--- src/rtl/instr_fetch_unit.sv ---
// Instruction fetch unit: issues word fetches, buffers in-order responses with their PCs in a prefetch FIFO.
// Optional feature macro IFU_STALL_CNT_EN adds the stall_cnt[15:0] output.
module instr_fetch_unit #(
    parameter logic [31:0] RESET_PC   = 32'h0000_0000,
    parameter int          FIFO_DEPTH = 4
) (
    input  logic        clk,
    input  logic        reset,
    output logic        imem_req,
    output logic [31:0] imem_addr,
    input  logic        imem_gnt,
    input  logic        imem_rvalid,
    input  logic [31:0] imem_rdata,
    input  logic        redirect_valid,
    input  logic [31:0] redirect_pc,
    output logic        instr_valid,
    input  logic        instr_ready,
    output logic [31:0] instr_out,
    output logic [31:0] instr_pc
`ifdef IFU_STALL_CNT_EN
    ,
    output logic [15:0] stall_cnt
`endif
);

    localparam int AW = (FIFO_DEPTH > 1) ? $clog2(FIFO_DEPTH) : 1;
    localparam int CW = AW + 1;
    localparam int SW = CW + 2;

    logic [31:0]   fetch_pc;
    logic [31:0]   resp_pc;
    logic [31:0]   redirect_tgt;
    logic [CW-1:0] fifo_count;
    logic [CW-1:0] outstanding;
    logic [CW-1:0] drop_cnt;
    logic [AW-1:0] wr_ptr;
    logic [AW-1:0] rd_ptr;
    logic [63:0]   fifo_mem [FIFO_DEPTH];
    logic [SW-1:0] inflight;
    logic          grant;
    logic          keep;
    logic          drop;
    logic          pop;

    // Handshakes: a transfer happens on a cycle where valid (req) and ready (gnt) are both high;
    // imem_rvalid is an unconditional in-order response, one per earlier grant.
    assign redirect_tgt = redirect_pc & 32'hFFFF_FFFC;
    assign imem_addr    = fetch_pc & 32'hFFFF_FFFC;
    assign inflight     = SW'(fifo_count) + SW'(outstanding) + SW'(drop_cnt);
    assign imem_req     = reset && !redirect_valid && (inflight < SW'(FIFO_DEPTH));
    assign grant        = imem_req && imem_gnt;
    assign keep         = imem_rvalid && !redirect_valid && (drop_cnt == '0);
    assign drop         = imem_rvalid && !redirect_valid && (drop_cnt != '0);
    assign instr_valid  = (fifo_count != '0);
    assign pop          = instr_valid && instr_ready;
    assign instr_pc     = instr_valid ? fifo_mem[rd_ptr][63:32] : 32'h0;
    assign instr_out    = instr_valid ? fifo_mem[rd_ptr][31:0]  : 32'h0;

    // resp_pc tracks the PC of the next kept response; kept responses follow the fetch order since the last redirect.
    always_ff @(posedge clk or negedge reset) begin
        if (!reset) begin
            fetch_pc <= RESET_PC;
            resp_pc  <= RESET_PC;
        end else if (redirect_valid) begin
            fetch_pc <= redirect_tgt;
            resp_pc  <= redirect_tgt;
        end else begin
            if (grant) fetch_pc <= fetch_pc + 32'd4;
            if (keep)  resp_pc  <= resp_pc + 32'd4;
        end
    end

    always_ff @(posedge clk or negedge reset) begin
        if (!reset) begin
            outstanding <= '0;
            drop_cnt    <= '0;
        end else if (redirect_valid) begin
            // A response landing this cycle retires one of the in-flight requests itself.
            outstanding <= '0;
            drop_cnt    <= drop_cnt + outstanding - CW'(imem_rvalid);
        end else begin
            case ({grant, keep})
                2'b10:   outstanding <= outstanding + CW'(1);
                2'b01:   outstanding <= outstanding - CW'(1);
                default: outstanding <= outstanding;
            endcase
            if (drop) drop_cnt <= drop_cnt - CW'(1);
        end
    end

    always_ff @(posedge clk or negedge reset) begin
        if (!reset) begin
            fifo_count <= '0;
            wr_ptr     <= '0;
            rd_ptr     <= '0;
        end else if (redirect_valid) begin
            fifo_count <= '0;
            wr_ptr     <= '0;
            rd_ptr     <= '0;
        end else begin
            if (keep) wr_ptr <= wr_ptr + AW'(1);
            if (pop)  rd_ptr <= rd_ptr + AW'(1);
            case ({keep, pop})
                2'b10:   fifo_count <= fifo_count + CW'(1);
                2'b01:   fifo_count <= fifo_count - CW'(1);
                default: fifo_count <= fifo_count;
            endcase
        end
    end

    always_ff @(posedge clk) begin
        if (keep) fifo_mem[wr_ptr] <= {resp_pc, imem_rdata};
    end

`ifdef IFU_STALL_CNT_EN
    always_ff @(posedge clk or negedge reset) begin
        if (!reset) begin
            stall_cnt <= 16'h0000;
        end else if (instr_valid && !instr_ready && (stall_cnt != 16'hFFFF)) begin
            stall_cnt <= stall_cnt + 16'd1;
        end
    end
`endif

endmodule

--- config.mk ---
export PLATFORM = sky130hd
export DESIGN_NAME = instr_fetch_unit
export DESIGN_NICKNAME = d
export VERILOG_FILES = /design/src/rtl/instr_fetch_unit.sv
export SDC_FILE = /design/constraint.sdc
export NUM_CORES = 1
export LEC_CHECK = 0
export CAP_MARGIN = 10
export CORE_MARGIN = 2
export CORE_UTILIZATION = 50
export CTS_CLUSTER_SIZE = 30
export DETAILED_ROUTE_END_ITERATION = 16
export GPL_ROUTABILITY_DRIVEN = 0
export PLACE_DENSITY = 0.8
export SLEW_MARGIN = 20
export SYNTH_ARGS = -nofsm -noshare
export SYNTH_HDL_FRONTEND = slang
export SYNTH_SLANG_ARGS = --single-unit
--- constraint.sdc ---
create_clock -name clk -period 4.6 [get_ports clk]
set_clock_uncertainty 0.05 [all_clocks]
set_input_delay 0.46 -clock clk [delete_from_list [all_inputs] [get_ports clk]]
set_output_delay 0.46 -clock clk [all_outputs]
set_load 0.05 [all_outputs]
# == Yosys cells after proc, flatten, opt, wreduce, memory -nomap -nowiden ==
# Memories as Yosys holds them, arrays and structs flattened.
# Index checks and enable logic that the tools add are counted.
# totals
regBits,77
ramBits,256
inputBits,70
out_inout_bits,98
wordCells,61
n_memories,1
# classes
add_sub_neg,13
order_cmp,1
n_eq_ne,4
mux,18
reduce_logical,17
# memory_table
memory,depth,word_bits,read_ports,rd_ports_with_merged_regs,write_ports,line,rtl
fifo_mem,4,64,1,0,1,38,logic [63:0] fifo_mem [FIFO_DEPTH];
# op_table
op,n
two-way mux 32 bit,6
"adder 32 x 3 -> 32 bit, second input constant",2
two-way mux 3 bit,4
one-hot mux 3 bit (2 select lines),2
nonzero test 3 bit,4
"subtractor 3 x 1 -> 3 bit, second input constant",3
two-way mux 2 bit,4
nonzero test 2 bit,4
logical AND 1 bit,7
"adder 3 x 1 -> 3 bit, second input constant",2
adder 4 x 3 -> 5 bit,1
"< comparator 5 x 3 -> 1 bit, second input constant",1
"adder 2 x 1 -> 2 bit, second input constant",2
adder 3 x 3 -> 4 bit,1
"equality test 2 x 1 -> 1 bit, second input constant",2
"equality test 2 bit, second input constant",2
adder 3 bit,1
logical NOT 3 bit,1
subtractor 3 x 1 -> 3 bit,1
two-way mux 1 bit,2
logical NOT 1 bit,1

# == Depth between registers and ports, before layout ==
# Gate-level depths: netlist of the first run.
# depth
depth_word,8
ltp_mapped,13
mapped_depth_nobuf,12

# == Least setup slack after synthesis of the first run ==
# Ideal clock, no wire load.
# synth_timing
kind,register -> register
startpoint,reg fifo_count[1]
endpoint,reg outstanding[2]
setup_time_ns,0.125
arrival_ns,3.374
t_required_ns,4.425
path_slack_ns,1.051
path_stages_with_launch,14
n_path_buf,1
period_less_slack_ns,3.549
path_cell_list,dfrtp_1 inv_1 fa_1 nor2_1 fa_1 nor2_1 o2111ai_2 nor2_2 buf_4 nor3_1 fa_1 nand3_1 a2bb2oi_1 mux2_2
# synth_via
elab_chain_cells,8
elab_cells_between_ends,10
classes_between,2 x add/sub; 1 x order compare; 2 x eq/ne; 2 x mux; 3 x reduce/logical
# synth_lines
element,line,rtl
"start, declared",33,logic [CW-1:0] fifo_count;
"start signal, assigned",104,2'b10: fifo_count <= fifo_count + CW'(1);
"start signal, assigned",105,2'b01: fifo_count <= fifo_count - CW'(1);
"start signal, assigned",106,default: fifo_count <= fifo_count;
adder 3 x 3 -> 4 bit (*),49,assign inflight = SW'(fifo_count) + SW'(outstanding) + SW'(drop_cnt);
adder 4 x 3 -> 5 bit (*),49,
< comparator 5 x 3 -> 1 bit (*),50,assign imem_req = reset && !redirect_valid && (inflight < SW'(FIFO_DEPTH));
logical AND 1 bit (*),50,
logical AND 1 bit (*),51,assign grant = imem_req && imem_gnt;
equality test 2 x 1 -> 1 bit or equality test 2 bit (tied branches),82,"case ({grant, keep})"
one-hot mux 3 bit (2 select lines),82,
two-way mux 3 bit,77,end else if (redirect_valid) begin
"end signal, assigned",83,2'b10: outstanding <= outstanding + CW'(1);
"end signal, assigned",84,2'b01: outstanding <= outstanding - CW'(1);
"end signal, assigned",85,default: outstanding <= outstanding;
"end, declared",34,logic [CW-1:0] outstanding;
# Every way passes the cells marked *; elsewhere a longest branch is shown, timed or not.
# A chain may end at the register's enable or synchronous reset.

# == Final worst setup path of the first run ==
# layout_timing
startpoint,reg fifo_count[1]
endpoint,out imem_req
# layout_via
elab_chain_cells,4
# layout_lines
element,line,rtl
adder 3 x 3 -> 4 bit,49,
adder 4 x 3 -> 5 bit,49,
< comparator 5 x 3 -> 1 bit,50,
logical AND 1 bit,50,
"end, declared",9,"output logic imem_req,"
# Every way passes these cells.

==> results summary, run 1 <==
The flow ran to the end, and the final reports show no timing, DRC or antenna violations. In the final layout, the share of cells above drive strength 1 is 0.147. During placement, the flow inserted port buffers numbering 161. The mean cell area of the mapped netlist came out at roughly 15 µm².

Setup repair after global routing left no endpoint under its margin. The share of synthesized registers carrying an async set or reset came out at 0.227. The cell area that synthesis handed to floorplanning was 13,900 µm². The signal on the critical path passes through inv_1, fa_1, nor2_1, fa_1, nor2_1, o211ai_1, nor2_1, clkdlybuf4s50_1. The number of clock sinks is approximately 320. The number of fill cells in the layout came out at roughly 2,000. In this design, the stage delay of the slowest critical-path cell is around 0.83 ns.

The count of boundary I/O pins came out at between 150 and 200. The arrival time of data at the critical path endpoint came out at ~3.5 ns. Summing all placed instances gives a cell area of around 16,000 µm². In the post-synthesis netlist, the biggest area contributors are edfxtp_1, dfrtp_1, mux4_2.

The total wire length after detailed routing is 30,000 µm. The biggest area contributor in the post-synthesis netlist is edfxtp_1. The number of distinct library cells after synthesis came out at 59. The timing-limited maximum frequency is 0.250 GHz. The internal power summed over all cells came out at 6.23 mW. The H-tree depth came out at 2. The number of global-route vias before repair came out at around 8,500. The top cell types in the final layout, fill and taps aside, are edfxtp_1, clkdlybuf4s50_1, dfrtp_1. The worst setup path is launched from a flop.

The worst setup margin came out at slightly below 0.6 ns. Once layout is done, the placed cells without fillers occupy 17,100 µm². Entering global routing, the biggest net connects 52 pins. The synthesis-to-finish area growth came out at 22.8%.

The total via count in the routed design is between 8,000 and 9,000. The part of the total power dissipated in sequential elements came out at 0.365. The critical path is of the reg2out type. The detail route stage leaves a number of antenna-violating nets equal to 0. The switching share of power is 0.360. The first global-routing pass estimated roughly 47,000 µm of wire.

In this run the power spent charging and discharging nets is about 3.5 mW. The largest voltage drop on the vdd net came out at between 0.3 and 0.4 mV. The leakage power is about 5.8 nW. The initial antenna violation count came out at 0. No sink is reached through more buffers than the 3 on the longest clock path. The share of the Yosys chip area taken by registers is 0.666.

In the finished design, the share of the clock period the worst path needs comes to 0.871. The synthesis warning total came out at 0. The pre-antenna-repair detailed-routing pass consisted of 5 iterations. The predominant post-synthesis flop cell is edfxtp_1. Across every metal layer, demand over resource in global routing totals 0.211. Along the worst path, the maximum fanout reaches 5. TritonCTS built the clock tree. The antenna diode instance count is 0. The root buffer cell is clkbuf_16.

The number of buffers and inverters on the critical path is 2. The total number of nets in the final design is 1,164. The library cell used most frequently in the layout, excluding fill and tap cells, is edfxtp_1.

The number of endpoints with negative hold slack in the final report came out at 0. The clock period could shrink to ~4.0 ns. The final-report max-slew violation count is 0. The proportion of netlist area held by the largest area contributor is 0.535. The number of clock buffers inserted by TritonCTS came out at 34. Setup violations remaining at the end of the flow were counted as 0.

The instance count of the mapped netlist is around 900. The clock share of power came out at 0.272. Setup total negative slack on the finished layout was measured at 0 ns. The normalized max-slew margin came out at 0.482. Among all stages on the critical path, the largest delay is contributed by clkdlybuf4s50_1.

The height of the die came out at about 170 µm. For the worst setup path, the data required time is about 4.1 ns. The worst setup path is captured at an output pin.

The cell repeated most along the worst path is nor2_1. The worst slack after detailed placement came out at ~0.87 ns. The count of flip-flops with a built-in enable after synthesis came out at roughly 250. For this design the ratio of total power to cell area is 569 nW/µm².

The aggregate global routing overflow is 0. The total half-perimeter wirelength after legalization and detailed placement is between 15,000 and 20,000 µm. The die width came out at between 150 and 200 µm. The tightest min-delay check is of the in2reg type. The routed length per instance is 20.3 µm.

For this configuration, the core starts out at a cell density of 0.504. After the first detailed-routing iteration, the DRC count stood at ~810. The buffers inserted during post-CTS setup optimization came out at 0.

The clock edge transition at the registers on the reported setup and hold paths is 0.06 ns. The category of cells accounting for the largest share of critical-path delay is adder cells. The clock reaches the later pin of the worst-skew pair after between 0.5 and 0.6 ns.

The register bit count reported by yosys is between 300 and 400. The core region is roughly 28,000 µm². The floorplan step defined a die boundary enclosing between 20,000 and 30,000 µm².

The detail-routed via count per cell came out at ~5.7. The actual transition at the worst max-transition pin came out at around 0.77 ns. The placement row count came out at 61. For this run, design rule violations remaining after detail routing come to 0.

Max-cap violations in this run came to 0. Of the total power, combinational logic draws 0.363.
-- Yosys cell counts, types with 3 or more instances --
cell type,number
a211oi_1,4
a21o_1,8
a21oi_1,12
a221o_1,4
and2_1,67
and3_1,13
and4_1,8
buf_1,3
buf_2,9
buf_4,5
clkbuf_1,30
dfrtp_1,73
edfxtp_1,248
fa_1,6
ha_1,13
inv_1,26
mux2_2,11
mux2i_1,3
mux4_2,62
nand2_1,68
nand3_1,25
nand4_1,17
nor2_1,26
nor3_1,17
nor4_1,9
o211ai_1,13
o21ai_0,36
o41ai_1,3
or3_1,6
or4_1,3
xnor2_1,26
xor2_1,14
-- path summary, 6_finish.rpt --
path,start,end,slack (ns),cells past startpoint
max,fifo_count[1]$_DFFE_PN0P_,imem_req,0.60,8
max reg2reg,fifo_count[1]$_DFFE_PN0P_,outstanding[2]$_DFFE_PN0P_,0.89,12
min,redirect_valid,wr_ptr[0]$_DFFE_PN0N_,0.40,2
max in group asynchronous,reset,rd_ptr[0]$_DFFE_PN0P_,2.90,3
min reg2reg,fifo_count[2]$_DFFE_PN0P_,fifo_count[2]$_DFFE_PN0P_,0.42,1
min in group asynchronous,reset,fetch_pc[31]$_DFFE_PN0P_,0.46,2
-- routing by layer --
layer / share of wire / global-route usage / up-vias
met4: 0.022 / 0.0586 / 0
li1: - / - / 3801
met3: 0.080 / 0.0412 / 50
met1: 0.42 / 0.289 / 4180
met2: 0.48 / 0.348 / 376
met5: 0 / 0 / -
-- registers in the layout, indices dropped and copies added, names as in the netlist --
name	count
fetch_pc	30
outstanding	3
rd_ptr	2
wr_ptr	2
fifo_mem	248
resp_pc	30
drop_cnt	3
fifo_count	3
-- final cells by class --
class	count	area [µm²]	share of cell area
timing repair buffer	181	1800	0.105
inverter	26	97.6	0.00570
tap	378	473	0.0276
clock buffer	45	913	0.0534
clock inverter	16	166	0.00973
sequential	321	9280	0.542
multi-input combinational	511	4380	0.256
-- power groups by stage --
stage                     registers (mW)  clock network (mW)  logic [mW]
final                               3.55                2.65        3.53
after global routing                3.59                2.80        3.75
after CTS                           3.56                2.69        3.57
after detailed placement            3.61                   0        3.55
after global placement              3.60                   0        3.51
after floorplan                     3.64                   0        2.38
-- stage by stage --
step,power [mW],util,cells,hold WS (ns)
after global placement,7.11,0.580,1416,0.409
after CTS,9.82,0.619,1478,0.391
after global routing,10.1,0.619,1478,0.412
final,9.73,0.619,1478,0.396
after floorplan,6.01,-,905,0.114
after detailed placement,7.16,0.580,1416,0.414
-- kinds of logic after synthesis --
family | after synthesis | synth area share
other | 1 | 0.000269
and+or+nand+nor | 276 | 0.110
AOI/OAI and AO/OA | 96 | 0.0460
DFF | 321 | 0.666
adders and majority gates | 19 | 0.0203
buffers and inverters | 73 | 0.0218
xor gates and xnor gates | 40 | 0.0251
muxes | 76 | 0.111
-- repair_timing --
item / CTS / global route
setup endpoints to repair: 0 / 0
endpoints found under the hold margin: 22 / 0
hold buffers: 1 / 0
gates resized for setup: 0 / 0
(Power assumes the default switching activity.)
==> run 2, diff against run 1 <==
Settings changed: ABC_CLOCK_PERIOD_IN_PS set to 4600, CAP_MARGIN 10 to not set.
==> results of run 2 <==
The final DEF is identical to that of run 1; final timing and power are the same.
==> run 3, diff against run 2 <==
Settings changed: ABC_AREA set to 1, CTS_CLUSTER_SIZE 30 to 25, HOLD_SLACK_MARGIN set to 0.08, PLACE_DENSITY 0.8 to 0.79.
==> run 3 against run 2 <==
Synthesized area rose by 5.6%. Non-clock buffer count did not move. Final cell count rose by 38%. Clock-buffer cell count rose by 2. Fmax rose by 4.1%. Core utilization fell by 0.15 points. Critical path type unchanged. Via count rose by 32%. Sequential power rose by 4%. Sequential share of layout area fell by 2.2 points. Flip-flop and latch count did not move. Worst hold slack improved by 0.041 ns. Combinational power rose by 12%.
==> results summary, run 3 <==
The number of design-rule violations left by the first detailed-router iteration is 947 (was 813). The final count of negative-setup-slack endpoints came out at 0 (unchanged). The detailed-router iteration count before antenna repair is 5 (unchanged). The residual antenna-violating net count after detailed routing is 0 (unchanged).

The initial cell density of the core was 0.510 (was 0.504). The normalized max-slew margin is 0.439 (was 0.482). The critical path required time came out at 4.09 ns (about the same).

The share of synthesized registers carrying an async set or reset was 0.227 (unchanged). The post-route clock period utilization is 0.837 (was 0.871). The layout cell share with drive strength beyond 1 is 0.0636 (was 0.147). The area enclosed by the die boundary is 30,800 µm² (was 29,200 µm²). The largest voltage drop on the vdd net is 0.350 mV (was 0.363 mV).

Ordered cell list for the critical path: inv_2, buf_4, o21ai_0, a21oi_1, clkdlybuf4s50_1 (was inv_1, fa_1, nor2_1, fa_1, nor2_1, o211ai_1, nor2_1, clkdlybuf4s50_1). The end-of-flow core utilization came out at 0.618 (was 0.619). The mapped cell area is 14,700 µm² (was 13,900 µm²). The count of input and output buffers came out at 161 (unchanged). The synthesis-to-finish area growth is 21.2% (was 22.8%).

The root buffer cell is clkbuf_16 (unchanged). The final period demand of the worst path was 3.85 ns (was 4.00 ns). The total via count in the routed design came to 11,100 (was 8,407).

Unrepaired setup endpoints after global routing: no (unchanged). The most area-hungry cell type in the Yosys netlist is edfxtp_1 (unchanged). The critical path capture point type is an output pin (unchanged). Leading cell types by count after synthesis: nor2_1, edfxtp_1, nand2_1 (was edfxtp_1, dfrtp_1, nand2_1). The highest net fanout along the worst path is 43 (was 5). The combined buffer and inverter count along the critical path is 3 (was 2). The number of buffers on the longest clock path is 3 (unchanged).

The power spent charging and discharging nets is 4.09 mW (was 3.50 mW). The number of clock sinks came out at 321 (unchanged). The total number of nets in the final design is 1,716 (was 1,164).

The reg-to-reg critical path startpoint was fifo_count[2]$_DFFE_PN0P_ (was fifo_count[1]$_DFFE_PN0P_). The synthesis warning total is 0 (unchanged). The initial antenna violation count is 0 (unchanged).

The height of the die is 176 µm (was 171 µm). The post-cts repair resize count was 0 (unchanged). The minimum setup slack among reg-to-reg paths is 1.44 ns (was 0.89 ns). The commonest non-fill, non-tap cell in the layout is nor2_1 (was edfxtp_1). The area of the core is 28,900 µm² (was 27,600 µm²). The number of clock buffers inserted by TritonCTS came out at 34 (unchanged). The number of remaining DRC errors came to 0 (unchanged). The count of boundary I/O pins is 168 (unchanged).

The logic depth of the worst path, buffers included was 5 (was 8). The mean cell area of the mapped netlist is 10.0 µm² (was 15.4 µm²). The aggregate global-route resource usage came to 0.229 (was 0.211). The die width is 176 µm (was 171 µm).

The top register by number of flip-flops is fifo_mem (unchanged). The combinational share of power was 0.386 (was 0.363). The routed length per instance was 17.4 µm (was 20.3 µm). The power density of the placed cells came to 573 nW/µm² (was 569 nW/µm²). The library cell contributing the largest single delay on the critical path is clkdlybuf4s50_1 (unchanged).

The wire length of the first global-routing pass came out at 55,800 µm (was 47,100 µm). The clock edge transition at the registers on the reported setup and hold paths came out at 0.07 ns (was 0.06 ns). The total wire length after detailed routing came to 35,300 µm (was 30,000 µm). The number of fill cells in the layout is 2,245 (was 2,024). The total half-perimeter wirelength after legalization and detailed placement came out at 22,500 µm (was 19,600 µm). The category of cells accounting for the largest share of critical-path delay was buffers and inverters (was adder cells). The clock share of power came to 0.253 (was 0.272).

The total area of multi-input combinational cells is 4810 µm² (was 4380 µm²). The detail-routed via count per cell is 5.44 (was 5.69). The critical path class was reg2out (unchanged). The arrival time of data at the critical path endpoint is 3.34 ns (was 3.49 ns). The clock latency of the later-clocked register in the worst-skew pair is 0.51 ns (about the same). The number of endpoints with negative hold slack in the final report came out at 0 (unchanged).

The number of global-route vias before repair came out at 10,800 (was 8,468). The most instantiated library cell after synthesis is nor2_1 (was edfxtp_1). Registers with the most flip-flops: fifo_mem (248), fetch_pc (30), resp_pc (30) (unchanged).

The number of violations of the max-capacitance limit is 0 (unchanged). The actual transition at the worst max-transition pin is 0.840 ns (was 0.775 ns). Most used cells in the layout excluding fill and tap cells: nor2_1, edfxtp_1, nand2_1 (was edfxtp_1, clkdlybuf4s50_1, dfrtp_1). The share of the yosys chip area belonging to registers came to 0.630 (was 0.666). The total negative slack came to 0 ns (unchanged). The delay of the slowest cell on the worst path is 0.86 ns (was 0.83 ns). The largest net degree at the start of global routing is 64 (was 52).

The number of cells on the worst reg-to-reg path came to 15 (was 12). The number of buffers inserted by hold repair at cts came to 1 (unchanged). The timing-limited maximum frequency came to 0.260 GHz (was 0.250 GHz).

The register bit count reported by yosys came out at 321 (unchanged). The buffers inserted during post-CTS setup optimization was 0 (unchanged). The antenna diode instance count is 0 (unchanged). The predominant post-synthesis flop cell was edfxtp_1 (unchanged). The number of flip-flops under the largest register name came out at 248 (unchanged). The switching share of power came to 0.401 (was 0.360). The final-report max-slew violation count came out at 0 (unchanged). The critical register-to-register path endpoint was outstanding[2]$_DFFE_PN0P_ (unchanged).

The number of distinct library cells after synthesis came to 38 (was 59). The leakage power is 6.62 nW (was 5.82 nW). The count of flip-flops with a built-in enable after synthesis came out at 248 (unchanged). The worst setup margin is 0.752 ns (was 0.595 ns). The clock tree from TritonCTS was yes (unchanged). The internal power summed over all cells is 6.12 mW (was 6.23 mW). Result of the run: completed (unchanged).

The worst slack after detailed placement was 1.27 ns (was 0.870 ns). The proportion of netlist area held by the largest area contributor is 0.506 (was 0.535). The startpoint kind of the worst setup timing path was a flop (unchanged). The H-tree depth is 2 (unchanged). The class of the tightest hold or removal check is in2async (was in2reg). The combined flip-flop and latch cell area was 9280 µm² (unchanged). The instance count of the mapped netlist is 1,472 (was 902). Cells taking the most area after synthesis: edfxtp_1, dfrtp_1, nor2_1 (was edfxtp_1, dfrtp_1, mux4_2). The part of the total power dissipated in sequential elements came out at 0.361 (was 0.365). The aggregate global routing overflow is 0 (unchanged). The placement row count is 62 (was 61).
==> run 3: worst reg2reg max path, cell delays in order (launching register included) <==
cell and delay (ns):
dfrtp_1 0.43, inv_1 0.10, fa_1 0.54, inv_1 0.07, fa_1 0.47, inv_1 0.07
nand3_1 0.08, nor2_2 0.14, nand3_2 0.18, nand2_1 0.19, inv_1 0.07, fa_1 0.38
inv_1 0.07, nand3_1 0.07, nand3_1 0.08, nand2_1 0.05
==> run 3: how the worst max path moves through the flow <==
stage          slack, ns                       from                  endpoint
6_report            0.75      rd_ptr[0]$_DFFE_PN0P_              instr_pc[29]
5_1_grt             0.57  fifo_count[1]$_DFFE_PN0P_                  imem_req
4_1_cts             0.73  fifo_count[1]$_DFFE_PN0P_                  imem_req
3_5_place_dp        1.27  fifo_count[1]$_DFFE_PN0P_                  imem_req
3_3_place_gp        1.30      rd_ptr[0]$_DFFE_PN0P_              instr_pc[29]
2_1_floorplan       0.36    drop_cnt[1]$_DFFE_PN0P_  fifo_mem[0][0]$_DFFE_PP_
==> run 3: layout make-up <==
type,instances,area share
sequential,321,0.520
multi-input combinational,986,0.270
timing repair buffer,181,0.102
clock buffer,47,0.0517
tap,384,0.0269
inverter,103,0.0217
clock inverter,12,0.00723
==> run 3: per-stage QoR <==
step / power, mW / hold WS, ns / instance area, µm² / std cells
finish: 10.2 / 0.437 / 17800 / 2034
global route: 10.7 / 0.482 / 17800 / 2034
CTS: 10.3 / 0.445 / 17800 / 2034
detailed placement: 7.67 / 0.458 / 16800 / 1974
global placement: 7.59 / 0.453 / 16800 / 1974
floorplan: 6.34 / 0.114 / 14700 / 1475
==> run 3: power by group through the flow <==
| stage | Combinational [mW] | Clock (mW) | Sequential, mW |
|---|---|---|---|
| 2_1_floorplan | 2.48 | 0 | 3.85 |
| 3_3_place_gp | 3.87 | 0 | 3.72 |
| 3_5_place_dp | 3.93 | 0 | 3.73 |
| 4_1_cts | 3.96 | 2.63 | 3.68 |
| 5_1_grt | 4.22 | 2.74 | 3.72 |
| 6_report | 3.94 | 2.58 | 3.69 |
==> run 3: metal layers <==
layer,track usage,part of all wire,up-vias
met5,0,0,-
met4,0.0792,0.027,0
met3,0.0377,0.076,64
met2,0.375,0.47,442
met1,0.313,0.43,5256
li1,-,-,5308
==> run 3: logic make-up (layout without fill, tap and decap cells) <==
family	Yosys count	count (layout)	share of synthesized area
compound gates	267	267	0.0974
xor+xnor	30	30	0.0179
fa+ha+maj	19	19	0.0192
buf+inv	168	343	0.0456
flops	321	321	0.630
other cells	1	4	0.000255
simple gates	666	666	0.189
